### config.mk
export PLATFORM = sky130hd
export DESIGN_NAME = instruction_fetch_unit
export DESIGN_NICKNAME = d
export VERILOG_FILES = /design/src/rtl/instruction_fetch_unit.sv
export SDC_FILE = /design/constraint.sdc
export NUM_CORES = 1
export LEC_CHECK = 0
export CORE_MARGIN = 2
export CORE_UTILIZATION = 42
export CTS_CLUSTER_DIAMETER = 30
export DETAILED_ROUTE_END_ITERATION = 12
export GPL_TIMING_DRIVEN = 0
export PLACE_DENSITY = 0.81
export REMOVE_ABC_BUFFERS = 1
export SYNTH_ARGS = -nofsm -noshare
export SYNTH_HDL_FRONTEND = slang
export SYNTH_SLANG_ARGS = --single-unit
### constraint.sdc
create_clock -name clk -period 2.4 [get_ports clk]
set_input_delay 0.72 -clock clk [delete_from_list [all_inputs] [get_ports clk]]
set_output_delay 0.72 -clock clk [all_outputs]
set_load 0.005 [all_outputs]
### src/rtl/instruction_fetch_unit.sv
// Fetch-stage controller: drives the instruction memory address, tracks the
// in-flight registered read, and fills IF/ID with stall hold and redirect squash.
module instruction_fetch_unit #(
   parameter logic [31:0] RESET_PC  = 32'h0000_0000,
   parameter logic [31:0] NOP_INSTR = 32'h0000_0000,
   parameter int          CNT_W     = 32
) (
   input  logic             clk,
   input  logic             rst_n,
   input  logic             stall,
   input  logic             redirect,
   input  logic [31:0]      redirect_pc,
   output logic [31:0]      pc_out,
   input  logic [31:0]      imem_instr,
   output logic [31:0]      if_id_instr,
   output logic [31:0]      if_id_pc,
   output logic [31:0]      if_id_pc_plus4,
   output logic             if_id_valid,
   output logic [CNT_W-1:0] fetch_count
);

   typedef enum logic {RUN, HOLD} state_e;

   state_e            state_q, state_d;
   logic [31:0]       pc_q, pc_d;
   logic [31:0]       req_pc_q, req_pc_d;
   logic              req_valid_q, req_valid_d;
   logic [31:0]       hold_instr_q, hold_instr_d;
   logic [31:0]       hold_pc_q, hold_pc_d;
   logic              hold_valid_q, hold_valid_d;
   logic [31:0]       id_instr_q, id_instr_d;
   logic [31:0]       id_pc_q, id_pc_d;
   logic [31:0]       id_pc4_q, id_pc4_d;
   logic              id_valid_q, id_valid_d;
   logic [CNT_W-1:0]  cnt_q, cnt_d;
   logic [31:0]       tgt;

   // Word-align the redirect target
   assign tgt = redirect_pc & ~32'd3;

   // State register bank; reset discards any in-flight request and hold entry
   always_ff @(posedge clk or negedge rst_n) begin
      if (!rst_n) begin
         state_q      <= RUN;
         pc_q         <= RESET_PC;
         req_pc_q     <= '0;
         req_valid_q  <= 1'b0;
         hold_instr_q <= NOP_INSTR;
         hold_pc_q    <= '0;
         hold_valid_q <= 1'b0;
         id_instr_q   <= NOP_INSTR;
         id_pc_q      <= '0;
         id_pc4_q     <= '0;
         id_valid_q   <= 1'b0;
         cnt_q        <= '0;
      end else begin
         state_q      <= state_d;
         pc_q         <= pc_d;
         req_pc_q     <= req_pc_d;
         req_valid_q  <= req_valid_d;
         hold_instr_q <= hold_instr_d;
         hold_pc_q    <= hold_pc_d;
         hold_valid_q <= hold_valid_d;
         id_instr_q   <= id_instr_d;
         id_pc_q      <= id_pc_d;
         id_pc4_q     <= id_pc4_d;
         id_valid_q   <= id_valid_d;
         cnt_q        <= cnt_d;
      end
   end

   // Next-state: redirect squashes everything, else RUN/HOLD stall handling
   always_comb begin
      state_d      = state_q;
      pc_d         = pc_q;
      req_pc_d     = req_pc_q;
      req_valid_d  = req_valid_q;
      hold_instr_d = hold_instr_q;
      hold_pc_d    = hold_pc_q;
      hold_valid_d = hold_valid_q;
      id_instr_d   = id_instr_q;
      id_pc_d      = id_pc_q;
      id_pc4_d     = id_pc4_q;
      id_valid_d   = id_valid_q;
      cnt_d        = cnt_q;
      if (redirect) begin
         pc_d         = tgt;
         id_valid_d   = 1'b0;
         id_instr_d   = NOP_INSTR;
         req_valid_d  = 1'b0;
         hold_valid_d = 1'b0;
         state_d      = RUN;
      end else begin
         unique case (state_q)
            RUN: begin
               req_pc_d    = pc_q;
               req_valid_d = 1'b1;
               if (stall) begin
                  hold_instr_d = imem_instr;
                  hold_pc_d    = req_pc_q;
                  hold_valid_d = req_valid_q;
                  state_d      = HOLD;
               end else begin
                  id_instr_d = req_valid_q ? imem_instr : NOP_INSTR;
                  id_pc_d    = req_pc_q;
                  id_pc4_d   = req_pc_q + 32'd4;
                  id_valid_d = req_valid_q;
                  pc_d       = pc_q + 32'd4;
                  if (req_valid_q) cnt_d = cnt_q + CNT_W'(1);
               end
            end
            HOLD: begin
               if (!stall) begin
                  id_instr_d   = hold_valid_q ? hold_instr_q : NOP_INSTR;
                  id_pc_d      = hold_pc_q;
                  id_pc4_d     = hold_pc_q + 32'd4;
                  id_valid_d   = hold_valid_q;
                  pc_d         = pc_q + 32'd4;
                  hold_valid_d = 1'b0;
                  state_d      = RUN;
                  if (hold_valid_q) cnt_d = cnt_q + CNT_W'(1);
               end
            end
         endcase
      end
   end

   assign pc_out         = pc_q;
   assign if_id_instr    = id_instr_q;
   assign if_id_pc       = id_pc_q;
   assign if_id_pc_plus4 = id_pc4_q;
   assign if_id_valid    = id_valid_q;
   assign fetch_count    = cnt_q;

endmodule

==> results of run 1 <==
## layout make-up
cell class | count | share of cell area [%]
diodes | 2 | 0.0307
clock buffers | 68 | 8.64
clock inverters | 26 | 2.02
inverters | 13 | 0.299
multi-input cells | 755 | 31.4
flip-flops and latches | 250 | 38.3
well taps | 372 | 2.85
repair buffers | 255 | 16.4
## cell families after synthesis
kind of cell / Yosys count / share of synthesized area (%)
and+or+nand+nor: 356 / 15.0
DFF: 250 / 53.8
AOI/OAI and AO/OA: 187 / 10.2
muxes: 126 / 11.9
buffers and inverters: 79 / 3.10
xor gates and xnor gates: 75 / 5.65
adders and majority gates: 3 / 0.323
other: 1 / 0.0323
## synth_stat cells (3+ instances only)
cell	n	area, um2
clkbuf_1	39	146
nand2_1	122	458
and4_1	6	52.6
nand3_1	33	165
a22oi_1	39	293
nor4_1	12	75.1
a21o_1	7	52.6
buf_1	4	15.0
nand3_2	3	30.0
buf_2	12	60.1
o31a_1	4	35.0
nand4_1	17	106
nand2b_1	3	18.8
dfrtp_1	250	6260
a21oi_1	42	210
buf_4	9	67.6
nor2_1	92	345
o31ai_1	6	45.0
ha_1	3	37.5
inv_1	13	48.8
o21ai_1	3	15.0
o21ai_0	64	320
mux2i_1	29	290
or3_1	3	18.8
and3_1	7	43.8
o21a_1	3	22.5
nand4b_1	5	43.8
and2_1	8	50.1
xnor2_1	52	455
nor3_1	17	85.1
xor2_1	23	201
nor2b_1	8	50.1
mux2_2	97	1090
nand3b_1	11	82.6
## sequential cells by signal, indices dropped and copies added (netlist names)
signal	count
state_q	1
req_valid_q	1
pc_out	30
if_id_pc	30
req_pc_q	30
fetch_count	32
if_id_valid	1
hold_pc_q	30
hold_instr_q	32
if_id_pc_plus4	30
if_id_instr	32
hold_valid_q	1
## what timing repair did
item                       4_1_cts  5_1_grt
gates cloned                     1        2
buffers inserted                18        8
pin swaps                        3        5
setup endpoints to repair      147       10
gates resized for setup          9        6
## per-layer routing
metal	track usage, %	part of all wire [%]	up-vias
li1	-	-	4313
met1	26.9	42	4590
met2	35.3	49	283
met3	5.72	6.4	63
met4	7.54	2.6	2
met5	0	0.048	-
## worst paths after layout
check	end	slack, ps	cells after the start
max	if_id_pc_plus4[30]	3	8
min	hold_pc_q[30]	70	1
max reg2reg	if_id_pc_plus4[30]	3	8
min reg2reg	fetch_count[31]	470	1
max in group asynchronous	state_q	1340	2
min in group clk	if_id_instr[6]	420	2
## worst max-delay path, stage by stage (launching register included)
cell,delay (ps)
dfrtp_4,550
buf_12,200
buf_16,170
nand4b_1,270
a21oi_4,340
buf_4,170
nand3_1,80
or4_1,420
nand3_1,110
## power by group through the flow
stage | Sequential, uW | Combinational [uW] | Clock, uW
2_1_floorplan | 5410 | 1030 | 0
3_3_place_gp | 5520 | 2140 | 0
3_5_place_dp | 5550 | 2210 | 0
4_1_cts | 5480 | 2290 | 7140
5_1_grt | 5590 | 2540 | 7370
6_report | 5490 | 2300 | 7030
## cell usage in the layout, fill, tap and decap left out, drive strengths merged, types with 7 or more instances in the layout
cell,instances
nor3,17
xnor2,52
mux2,97
nand3,36
clkdlybuf4s50,217
clkinv,12
nor2,92
nor4,12
a22oi,40
mux2i,29
a21o,7
nor2b,9
clkbuf,69
buf,37
a21oi,43
nand2,122
and2,9
xor2,23
dfrtp,250
inv,18
nand4,19
and3,7
o21ai,67
nand3b,13
## through the flow
stage	hold slack (ps)	power, uW	setup slack, ps	instances	utilization (%)
3_3_place_gp	460	7670	-10080	1608	51.7
6_report	74.4	14800	2.78	1741	60.2
4_1_cts	70.6	14900	-2.84	1729	59.7
5_1_grt	86.7	15500	-35.1	1740	60.2
2_1_floorplan	424	6440	-2420	1016	-
3_5_place_dp	468	7770	-953	1616	52.5
==> flow_summary_export.csv, run 1 <==
group,metric,value,unit
place,port_buffers,220,
power,combPwrFrac,15.5,%
finish,fill_cells,2199,
logic_synthesis,synthFlopType,"dfrtp_1",
finish,finalNetCount,1397,
power,power_frac_clock,47.4,%
worst_setup_path,cp-start-kind,"register",
clock_tree,cts_tree,"yes",
finish,drive_above_1_share,18.0,%
global_routing,antenna_found_initial,4,
detailed_routing,firstDrtPassIters,7,
place,hpwl,19700,um
clock_tree,cts_max_level,2,
floorplan,fp.coreArea,0.0271,mm2
detailed_routing,drt_iter0_markers,581,
logic_synthesis,ys_async_sr_fraction,100,%
power,seqPwrFrac,37.0,%
timing,setup_viol,0,
detailed_routing,wire_per_inst,18.0,um
floorplan,io_pins,229,
timing,final.setup.tns,0,ps
power,powerDensity,908,mW/mm2
finish,area_growth,40.4,%
power,p_leak,0.00694,uW
logic_synthesis,synth_edf_count,0,
logic_synthesis,synth_cell_type_count,57,
place,gp_congestion,0.774,
floorplan,start_util,42.9,%
place,place_area,0.0142,mm2
timing,drv_slew,0,
worst_setup_path,crit_required,2860,ps
floorplan,row_count,60,
logic_synthesis,mappedNetlistArea,0.0116,mm2
worst_setup_path,startpoint,"state_q",
clock_tree,insertion_delay,540,ps
finish,multiInputGateArea,0.00513,mm2
timing,maxSlewHeadroom,39.1,%
timing,fmax,417,MHz
logic_synthesis,avgSynthCellArea,10.8,um2
clock_tree,cts_root_buffer,"clkbuf_16",
global_routing,grt_pass1_wl,49500,um
timing,finalCriticalPeriod,2400,ps
finish,register_area,0.00626,mm2
clock_tree,clock_path_buffers,3,
global_routing,globalRoute.totalOverflow,0,
floorplan,fp.dieW,170,um
worst_setup_path,r2r_start,"state_q",
run_status,status,"completed",
logic_synthesis,yosysSeqAreaShare,53.8,%
worst_setup_path,crit_type,"register to register",
detailed_routing,antenna_left,0,
finish,final_area,0.0163,mm2
global_routing,grt_usage,21.3,%
power,switchingPower,3820,uW
power,ir_drop,0.579,mV
hold_path,hp-class,"primary input to async pin",
worst_setup_path,setup.worst_path.end_class,"register",
detailed_routing,wirelength,31300,um
timing,skew,24.6,ps
clock_tree,cts_sinks,250,
global_routing,grt_max_degree,119,
timing,fin_crit_sh,99.9,%
worst_setup_path,crit_arrival,2860,ps
timing,hold_viol,0,
clock_tree,cts.clk_slew.worst_paths,50,ps
detailed_routing,viasPerCell,5.31,
logic_synthesis,yosys_warnings,0,
power,p_int,11000,uW
floorplan,dieArea,0.0290,mm2
logic_synthesis,synthCells,1077,
detailed_routing,vias,9251,
worst_setup_path,worst-path-max-fanout,20,
timing,tightest_slew,911,ps
detailed_routing,drc,0,
floorplan,die_y,170,um
global_routing,grt_pass1_vias,9393,
power,switching_share,25.8,%
logic_synthesis,ys_seq_elements,250,
clock_tree,cts_made_buffers,51,
clock_tree,hold_buffers,0,
run,maxCapViolations,0,
Note: power is estimated with default switching activity, not from simulation.
==> run 2: changes to the inputs <==
- PLACE_DENSITY: 0.81 -> 0.78
- clock period: 2.4 -> 2.5 ns (I/O delays scaled with it)
==> flow_summary_export.csv, run 2 (synthesis results as in run 1) <==
group,metric,value,unit
run,maxCapViolations,0,
detailed_routing,vias,9145,
floorplan,dieArea,0.0290,mm2
worst_setup_path,crit_type,"primary input to register",
detailed_routing,wire_per_inst,17.8,um
floorplan,io_pins,229,
timing,whs,147,ps
floorplan,start_util,42.9,%
worst_setup_path,setup.worst_path.end_class,"register",
finish,finalNetCount,1397,
finish,fill_cells,2192,
detailed_routing,drc,0,
global_routing,antenna_found_initial,3,
hold_path,hp-class,"primary input to async pin",
timing,fin_crit_sh,96.1,%
timing,hold_viol,0,
finish,layout_commonest_cell,"dfrtp_1",
timing,skew,13.1,ps
clock_tree,insertion_delay,540,ps
timing,maxSlewHeadroom,37.8,%
global_routing,grt_pass1_wl,49600,um
floorplan,fp.coreArea,0.0271,mm2
floorplan,die_y,170,um
detailed_routing,firstDrtPassIters,5,
place,gp_congestion,0.777,
timing,finalCriticalPeriod,2400,ps
place,place_inst,1616,
floorplan,row_count,60,
finish,layout_common_cells,"dfrtp_1 (249), clkdlybuf4s50_1 (217), nand2_1 (122)",
finish,drive_above_1_share,18.7,%
timing,drv_slew,0,
finish,post-route-util,60.7,%
clock_tree,cts_sinks,250,
place,place_area,0.0142,mm2
finish,area_growth,41.4,%
clock_tree,cts_max_level,2,
worst_setup_path,crit_required,2920,ps
clock_tree,cts_tree,"yes",
place,port_buffers,220,
detailed_routing,antenna_left,0,
global_routing,grt_usage,21.5,%
run_status,status,"completed",
place,hpwl,19800,um
clock_tree,cts_root_buffer,"clkbuf_16",
finish,final_area,0.0164,mm2
timing,fmax,416,MHz
worst_setup_path,worst-path-max-fanout,53,
finish,final_cell_count_no_fill,1744,
timing,setup_viol,0,
clock_tree,cts_made_buffers,57,
clock_tree,clock_path_buffers,3,
global_routing,grt_max_degree,123,
worst_setup_path,cp-start-kind,"primary input",
power,power,14800,uW
floorplan,fp.dieW,170,um
detailed_routing,wirelength,31100,um
detailed_routing,drt_iter0_markers,578,
global_routing,grt_pass1_vias,9341,
power,p_leak,0.00697,uW
power,powerDensity,900,mW/mm2
clock_tree,cts.clk_slew.worst_paths,40,ps
global_routing,globalRoute.totalOverflow,0,
detailed_routing,viasPerCell,5.24,
power,ir_drop,0.629,mV
worst_setup_path,crit_arrival,2820,ps
timing,tightest_slew,930,ps
run 2: changes by cell type in the layout (fill, tap and decap cells not counted), sizes merged:
cell and delta:
and2 -1, buf -5, clkinv +2, clkinvlp +7, diode -1, nor2b +1
run 2: layout make-up:
type	count	area, um2	area share [%]
Multi-Input combinational cell	755	5130	31.2
Inverter	13	48.8	0.297
Antenna cell	1	2.50	0.0152
Tap cell	372	465	2.83
Clock buffer	69	1540	9.38
Clock inverter	35	395	2.41
Sequential cell	250	6260	38.1
Timing Repair Buffer	249	2600	15.8
run 2: path summary, 6_finish.rpt:
| check | startpoint | to | slack (ps) | depth (start not counted) |
|---|---|---|---|---|
| min in group clk | if_id_pc[5] | if_id_pc[5] | 470 | 2 |
| setup reg to reg | state_q | if_id_pc_plus4[22] | 130 | 10 |
| hold / removal | rst_n | if_id_pc[25] | 150 | 1 |
| hold reg to reg | if_id_pc[5] | if_id_pc[5] | 470 | 2 |
| setup / recovery | stall | hold_pc_q[16] | 100 | 5 |
| max in group asynchronous | rst_n | if_id_instr[11] | 1390 | 2 |
run 2: critical path, stage by stage:
cell,delay (ps)
buf_2,360
buf_12,320
nor2b_2,350
nor2b_2,620
mux2_2,400
run 2: power by group:
part	internal [uW]	total, uW	switching [uW]	leakage, uW
registers	4690	5260	566	0.00314
clock network	5000	7340	2340	0.000924
logic	1270	2180	911	0.00291
total	11000	14800	3820	0.00697
run 2: timing repair:
| item | 4_1_cts | 5_1_grt |
|---|---|---|
| cloned | 2 | 0 |
| buffers inserted | 10 | 11 |
| pin swaps | 1 | 4 |
| endpoints found under the setup margin | 105 | 54 |
| gates resized for setup | 5 | 8 |
| hold buffers | 0 | 0 |
run 2: per-stage QoR:
stage,setup WS [ps],TNS [ps]
final,96.5,0
after CTS,-12.7,-12.7
after floorplan,-2320,-244690
after global placement,-9990,-3495200
after global routing,-2.36,-2.36
after detailed placement,-803,-67470
run 2: layer usage:
| layer | share of wire (%) | wire length, um | up-vias | GRT usage, % |
|---|---|---|---|---|
| met4 | 2.0 | 626 | 4 | 6.87 |
| met2 | 49 | 15300 | 266 | 36.1 |
| li1 | - | - | 4308 | - |
| met5 | 0.084 | 26 | - | 0 |
| met1 | 42 | 13000 | 4514 | 26.7 |
| met3 | 6.9 | 2140 | 53 | 6.26 |
==> variant 1 (flow settings as in run 2) <==
Change the parameter `CNT_W` from 32 to 16.
--- a/src/rtl/instruction_fetch_unit.sv
+++ b/src/rtl/instruction_fetch_unit.sv
@@ -3,7 +3,7 @@
 module instruction_fetch_unit #(
    parameter logic [31:0] RESET_PC  = 32'h0000_0000,
    parameter logic [31:0] NOP_INSTR = 32'h0000_0000,
-   parameter int          CNT_W     = 32
+   parameter int          CNT_W     = 16
 ) (
    input  logic             clk,
    input  logic             rst_n,
Interface: changed (resized fetch_count); port bits go from 229 to 213. The function was not compared with the original's and may differ.
==> variant 1 against run 2 <==
- sequential cell count fell by 16
- critical path depth grew 3
- sequential share of layout area barely moved
- routed wire length decreased by 4.4%
- cell area down 6.4%
- highest routed layer unchanged
- clock power grew 1%
- power down 1.4%
- maximum frequency decreased by 3.3%
- synthesized area fell by 6.6%
- utilization up 0.25 points
- worst setup slack got worse by 0.082 ns
- largest cell class unchanged
- clock skew increased by 0.0035 ns
==> variant 1: results (changes against run 2) <==
<table>
<tr><th>Metric</th><th>Value</th></tr>
<tr><th colspan="2">Finish</th></tr>
<tr><td>Antenna diode count</td><td>0 (was 1)</td></tr>
<tr><td>Fill cells</td><td>2023 (was 2192)</td></tr>
<tr><th colspan="2">Global routing</th></tr>
<tr><td>GRT Overall Usage</td><td>22.1% (was 21.5%)</td></tr>
<tr><td>Via count of the first global-routing pass</td><td>8965 (was 9341)</td></tr>
<tr><td>Number of antenna violations at the first check in global routing</td><td>1 (was 3)</td></tr>
<tr><th colspan="2">Power and ir drop</th></tr>
<tr><td>Static leakage</td><td>6.56 nW (was 6.97 nW)</td></tr>
<tr><td>Pwr Density</td><td>948 nW/µm² (was 900 nW/µm²)</td></tr>
<tr><td>Part of the total power dissipated in sequential elements</td><td>34.1% (was 35.6%)</td></tr>
<tr><th colspan="2">Synth</th></tr>
<tr><td>Proportion of synthesized chip area in sequential cells</td><td>53.9% (was 53.8%)</td></tr>
<tr><td>Main area contributors after synthesis</td><td>dfrtp_1 (54%), mux2_2 (10%), nand2_1 (4.0%), nor2_1 (3.0%), o21ai_0 (3.0%) (was dfrtp_1 (54%), mux2_2 (9.4%), nand2_1 (3.9%), xnor2_1 (3.9%), nor2_1 (3.0%))</td></tr>
<tr><th colspan="2">Worst setup path</th></tr>
<tr><td>Reg2reg path depth</td><td>8 (was 10)</td></tr>
<tr><td>Launching instance or port of the critical path</td><td>state_q (was stall)</td></tr>
<tr><td>FF-to-FF End</td><td>if_id_pc_plus4[28] (was if_id_pc_plus4[22])</td></tr>
<tr><td>Top Family by Delay on Critical Path</td><td>compound AO/OA/AOI/OAI gates (was simple AND/OR/NAND/NOR gates)</td></tr>
<tr><td>Worst setup slack for register-to-register paths</td><td>0.01 ns (was 0.13 ns)</td></tr>
<tr><td>CP max FO</td><td>9 (was 53)</td></tr>
<tr><th colspan="2">Clock tree</th></tr>
<tr><td>TritonCTS Buffers</td><td>50 (was 57)</td></tr>
<tr><td>Number of gates resized after CTS</td><td>3 (was 5)</td></tr>
<tr><th colspan="2">Routing</th></tr>
<tr><td>DR vias/cell</td><td>5.44 (was 5.24)</td></tr>
<tr><td>Met2 layer wire length in the routed design</td><td>14200 µm (was 15300 µm)</td></tr>
<tr><td>Routed length on met1</td><td>12400 µm (was 13000 µm)</td></tr>
<tr><td>Average wire per cell in the routed design</td><td>18.7 µm (was 17.8 µm)</td></tr>
<tr><th colspan="2">Placed design</th></tr>
<tr><td>Setup slack after placement</td><td>-1.17 ns (was -0.803 ns)</td></tr>
<tr><td>Count of input and output buffers</td><td>204 (was 220)</td></tr>
<tr><th colspan="2">Outcome</th></tr>
<tr><td>Outcome</td><td>finished clean (unchanged)</td></tr>
</table>
[variant 1: cells by family after synthesis]
| kind of cell | after synthesis | synth area share, % |
|---|---|---|
| adder cells (fa/ha/maj) | 3 | 0.346 |
| AO/OA/AOI/OAI | 186 | 10.9 |
| AND/OR/NAND/NOR | 327 | 14.7 |
| other | 1 | 0.0345 |
| XOR/XNOR | 58 | 4.68 |
| multiplexers | 121 | 12.3 |
| buffers and inverters | 70 | 3.19 |
| flip-flops | 234 | 53.9 |
[variant 1: metal layers]
layer	up-vias	GRT usage [%]
li1	3987	-
met1	4322	27.7
met2	276	36.5
met3	62	7.18
met4	2	6.84
met5	-	0
[variant 1: area by class of cell]
cell class / count / area [µm²] / area share [%]
inverter: 3 / 11.3 / 0.0732
timing repair buffer: 230 / 2450 / 15.9
clock buffer: 59 / 1380 / 8.95
sequential: 234 / 5860 / 38.1
multi-input combinational: 701 / 4720 / 30.7
clock inverter: 33 / 548 / 3.56
tap: 330 / 413 / 2.68
==> variant 2 (config.mk and constraints of run 2) <==
Made on the original files. `hold_pc_q` no longer has a reset.
--- a/src/rtl/instruction_fetch_unit.sv
+++ b/src/rtl/instruction_fetch_unit.sv
@@ -46,7 +46,6 @@
          req_pc_q     <= '0;
          req_valid_q  <= 1'b0;
          hold_instr_q <= NOP_INSTR;
-         hold_pc_q    <= '0;
          hold_valid_q <= 1'b0;
          id_instr_q   <= NOP_INSTR;
          id_pc_q      <= '0;
@@ -59,7 +58,6 @@
          req_pc_q     <= req_pc_d;
          req_valid_q  <= req_valid_d;
          hold_instr_q <= hold_instr_d;
-         hold_pc_q    <= hold_pc_d;
          hold_valid_q <= hold_valid_d;
          id_instr_q   <= id_instr_d;
          id_pc_q      <= id_pc_d;
@@ -67,6 +65,10 @@
          id_valid_q   <= id_valid_d;
          cnt_q        <= cnt_d;
       end
+   end
+
+   always_ff @(posedge clk) begin
+      hold_pc_q <= hold_pc_d;
    end
 
    // Next-state: redirect squashes everything, else RUN/HOLD stall handling
Check against the original RTL: no difference found for any inputs over 4 cycles, from zero or initial values and one cycle with rst_n low; that may be too few to reach the edited logic, so the function may still have changed.
==> variant 2 against run 2 <==
- power decreased by 1.4%
- sequential cell count unchanged
- synthesized cell count decreased by 3.6%
- routed wire length decreased by 3.0%
- via count decreased by 3.6%
- largest power group unchanged
- worst setup slack got worse by 0.055 ns
- cell area decreased by 2.4%
- global-route usage decreased by 0.096 points
- synthesized area decreased by 2.2%
- critical path depth increased by 1
==> variant 2: results (changes against run 2) <==
<table>
<tr><th>Metric</th><th>Value</th></tr>
<tr><th colspan="2">Worst setup path</th></tr>
<tr><td>Worst setup slack for register-to-register paths</td><td>0.04 ns (was 0.13 ns)</td></tr>
<tr><td>FF-to-FF End</td><td>if_id_pc_plus4[28] (was if_id_pc_plus4[22])</td></tr>
<tr><td>Reg2reg path depth</td><td>6 (was 10)</td></tr>
<tr><td>Critical path capture point</td><td>if_id_pc_plus4[28] (was hold_pc_q[16])</td></tr>
<tr><td>Setup crit start kind</td><td>register (was primary input)</td></tr>
<tr><td>CP max FO</td><td>50 (was 53)</td></tr>
<tr><td>Biggest cell delay along the critical path</td><td>0.56 ns (was 0.62 ns)</td></tr>
<tr><th colspan="2">Power and ir drop</th></tr>
<tr><td>Static leakage</td><td>6.63 nW (was 6.97 nW)</td></tr>
<tr><td>Post-route total power</td><td>14.6 mW (was 14.8 mW)</td></tr>
<tr><td>Clock network power share</td><td>52.7% (was 49.6%)</td></tr>
<tr><td>IR Drop Worst-Case VDD</td><td>524 µV (was 629 µV)</td></tr>
<tr><td>Part of the total power dissipated in sequential elements</td><td>34.8% (was 35.6%)</td></tr>
<tr><th colspan="2">Routing</th></tr>
<tr><td>Drt first pass iters</td><td>4 (was 5)</td></tr>
<tr><td>Violation count after the first detailed-route iteration</td><td>483 (was 578)</td></tr>
<tr><td>Routed Wire Length</td><td>30200 µm (was 31100 µm)</td></tr>
<tr><th colspan="2">Placed design</th></tr>
<tr><td>Post-Place Cell Area</td><td>13900 µm² (was 14200 µm²)</td></tr>
<tr><td>Post-Place Cells</td><td>1550 (was 1616)</td></tr>
<tr><th colspan="2">Synth</th></tr>
<tr><td>Proportion of synthesized chip area in sequential cells</td><td>56.4% (was 53.8%)</td></tr>
<tr><td>Fraction of registers with async set or reset after synthesis</td><td>88.0% (was 100%)</td></tr>
<tr><td>Top cell types by occurrence after synthesis</td><td>dfrtp_1 (220), nand2_1 (128), nor2_1 (94), o21ai_0 (69), mux2_2 (67) (was dfrtp_1 (250), nand2_1 (122), mux2_2 (97), nor2_1 (92), o21ai_0 (64))</td></tr>
<tr><th colspan="2">STA</th></tr>
<tr><td>Final critical-path required period</td><td>2.46 ns (was 2.40 ns)</td></tr>
<tr><td>Pin slew with the least headroom to its limit</td><td>1.00 ns (was 0.930 ns)</td></tr>
<tr><td>Clock tree skew after final layout</td><td>0.0120 ns (was 0.0131 ns)</td></tr>
<tr><th colspan="2">Global routing</th></tr>
<tr><td>Wire length of the first global-routing pass</td><td>48800 µm (was 49600 µm)</td></tr>
<tr><td>Via count of the first global-routing pass</td><td>9054 (was 9341)</td></tr>
<tr><th colspan="2">Outcome</th></tr>
<tr><td>Outcome</td><td>finished clean (unchanged)</td></tr>
<tr><th colspan="2">Finish</th></tr>
<tr><td>Fill cells</td><td>2121 (was 2192)</td></tr>
<tr><td>Sequential Area</td><td>6410 µm² (was 6260 µm²)</td></tr>
</table>
-- variant 2: changes by cell type in the layout (fill, tap and decap cells not counted), moves of 5 or more --
cell | run 2 | this run
o31ai_1 | 6 | 11
a21oi_1 | 42 | 37
nand2_1 | 122 | 127
mux2_2 | 97 | 67
buf_4 | 17 | 10
buf_12 | 7 | 2
edfxtp_1 | 0 | 30
bufinv_16 | 6 | 11
clkinv_4 | 7 | 2
dfrtp_1 | 249 | 219
clkinvlp_4 | 10 | 5
o21ai_0 | 64 | 69
-- variant 2: what timing repair did --
item | in CTS | in global routing
setup endpoints to repair | 92 | 14
pin swaps | 6 | 3
gates resized for setup | 9 | 8
cloned | 3 | 0
endpoints found under the hold margin | 0 | 0
buffers inserted | 5 | 5
hold buffers | 0 | 0
-- variant 2: cell type report --
| class | count | share of cell area, % |
|---|---|---|
| well taps | 341 | 2.66 |
| clock inverters | 34 | 2.99 |
| inverters | 12 | 0.281 |
| repair buffers | 235 | 15.0 |
| multi-input cells | 725 | 29.6 |
| diodes | 2 | 0.0312 |
| flip-flops and latches | 250 | 39.9 |
| clock buffers | 71 | 9.53 |
-- variant 2: worst max-delay path, delay by kind of cell (launching register included) --
family                 cells  cell delay (ns)
AOI/OAI and AO/OA          3             1.07
DFF                        1             0.56
and+or+nand+nor            2             0.49
buffers and inverters      1             0.22
-- variant 2: worst min path at each step --
stage / end / cells past startpoint / slack, ns
after floorplan: hold_pc_q[28] / 0 / 0.44
after global placement: hold_pc_q[30] / 0 / 0.45
after detailed placement: hold_pc_q[28] / 0 / 0.46
after CTS: if_id_pc_plus4[10] / 1 / 0.30
after global routing: if_id_pc_plus4[11] / 1 / 0.33
final: if_id_pc_plus4[11] / 1 / 0.27
-- variant 2: logic make-up after synthesis --
| logic type | Yosys count | synth area share (%) |
|---|---|---|
| AO/OA/AOI/OAI | 191 | 10.7 |
| XOR/XNOR | 73 | 5.62 |
| adder cells (fa/ha/maj) | 3 | 0.330 |
| buffers and inverters | 71 | 2.88 |
| flip-flops | 250 | 56.4 |
| multiplexers | 95 | 9.14 |
| other | 1 | 0.0330 |
| AND/OR/NAND/NOR | 354 | 14.9 |
-- variant 2: routing by layer --
| metal | up-vias | part of all wire, % | GRT usage, % |
|---|---|---|---|
| met1 | 4303 | 42 | 26.7 |
| met4 | 2 | 2.2 | 6.63 |
| li1 | 4189 | - | - |
| met2 | 273 | 48 | 35.7 |
| met5 | - | 0.036 | 0 |
| met3 | 50 | 7.7 | 6.69 |
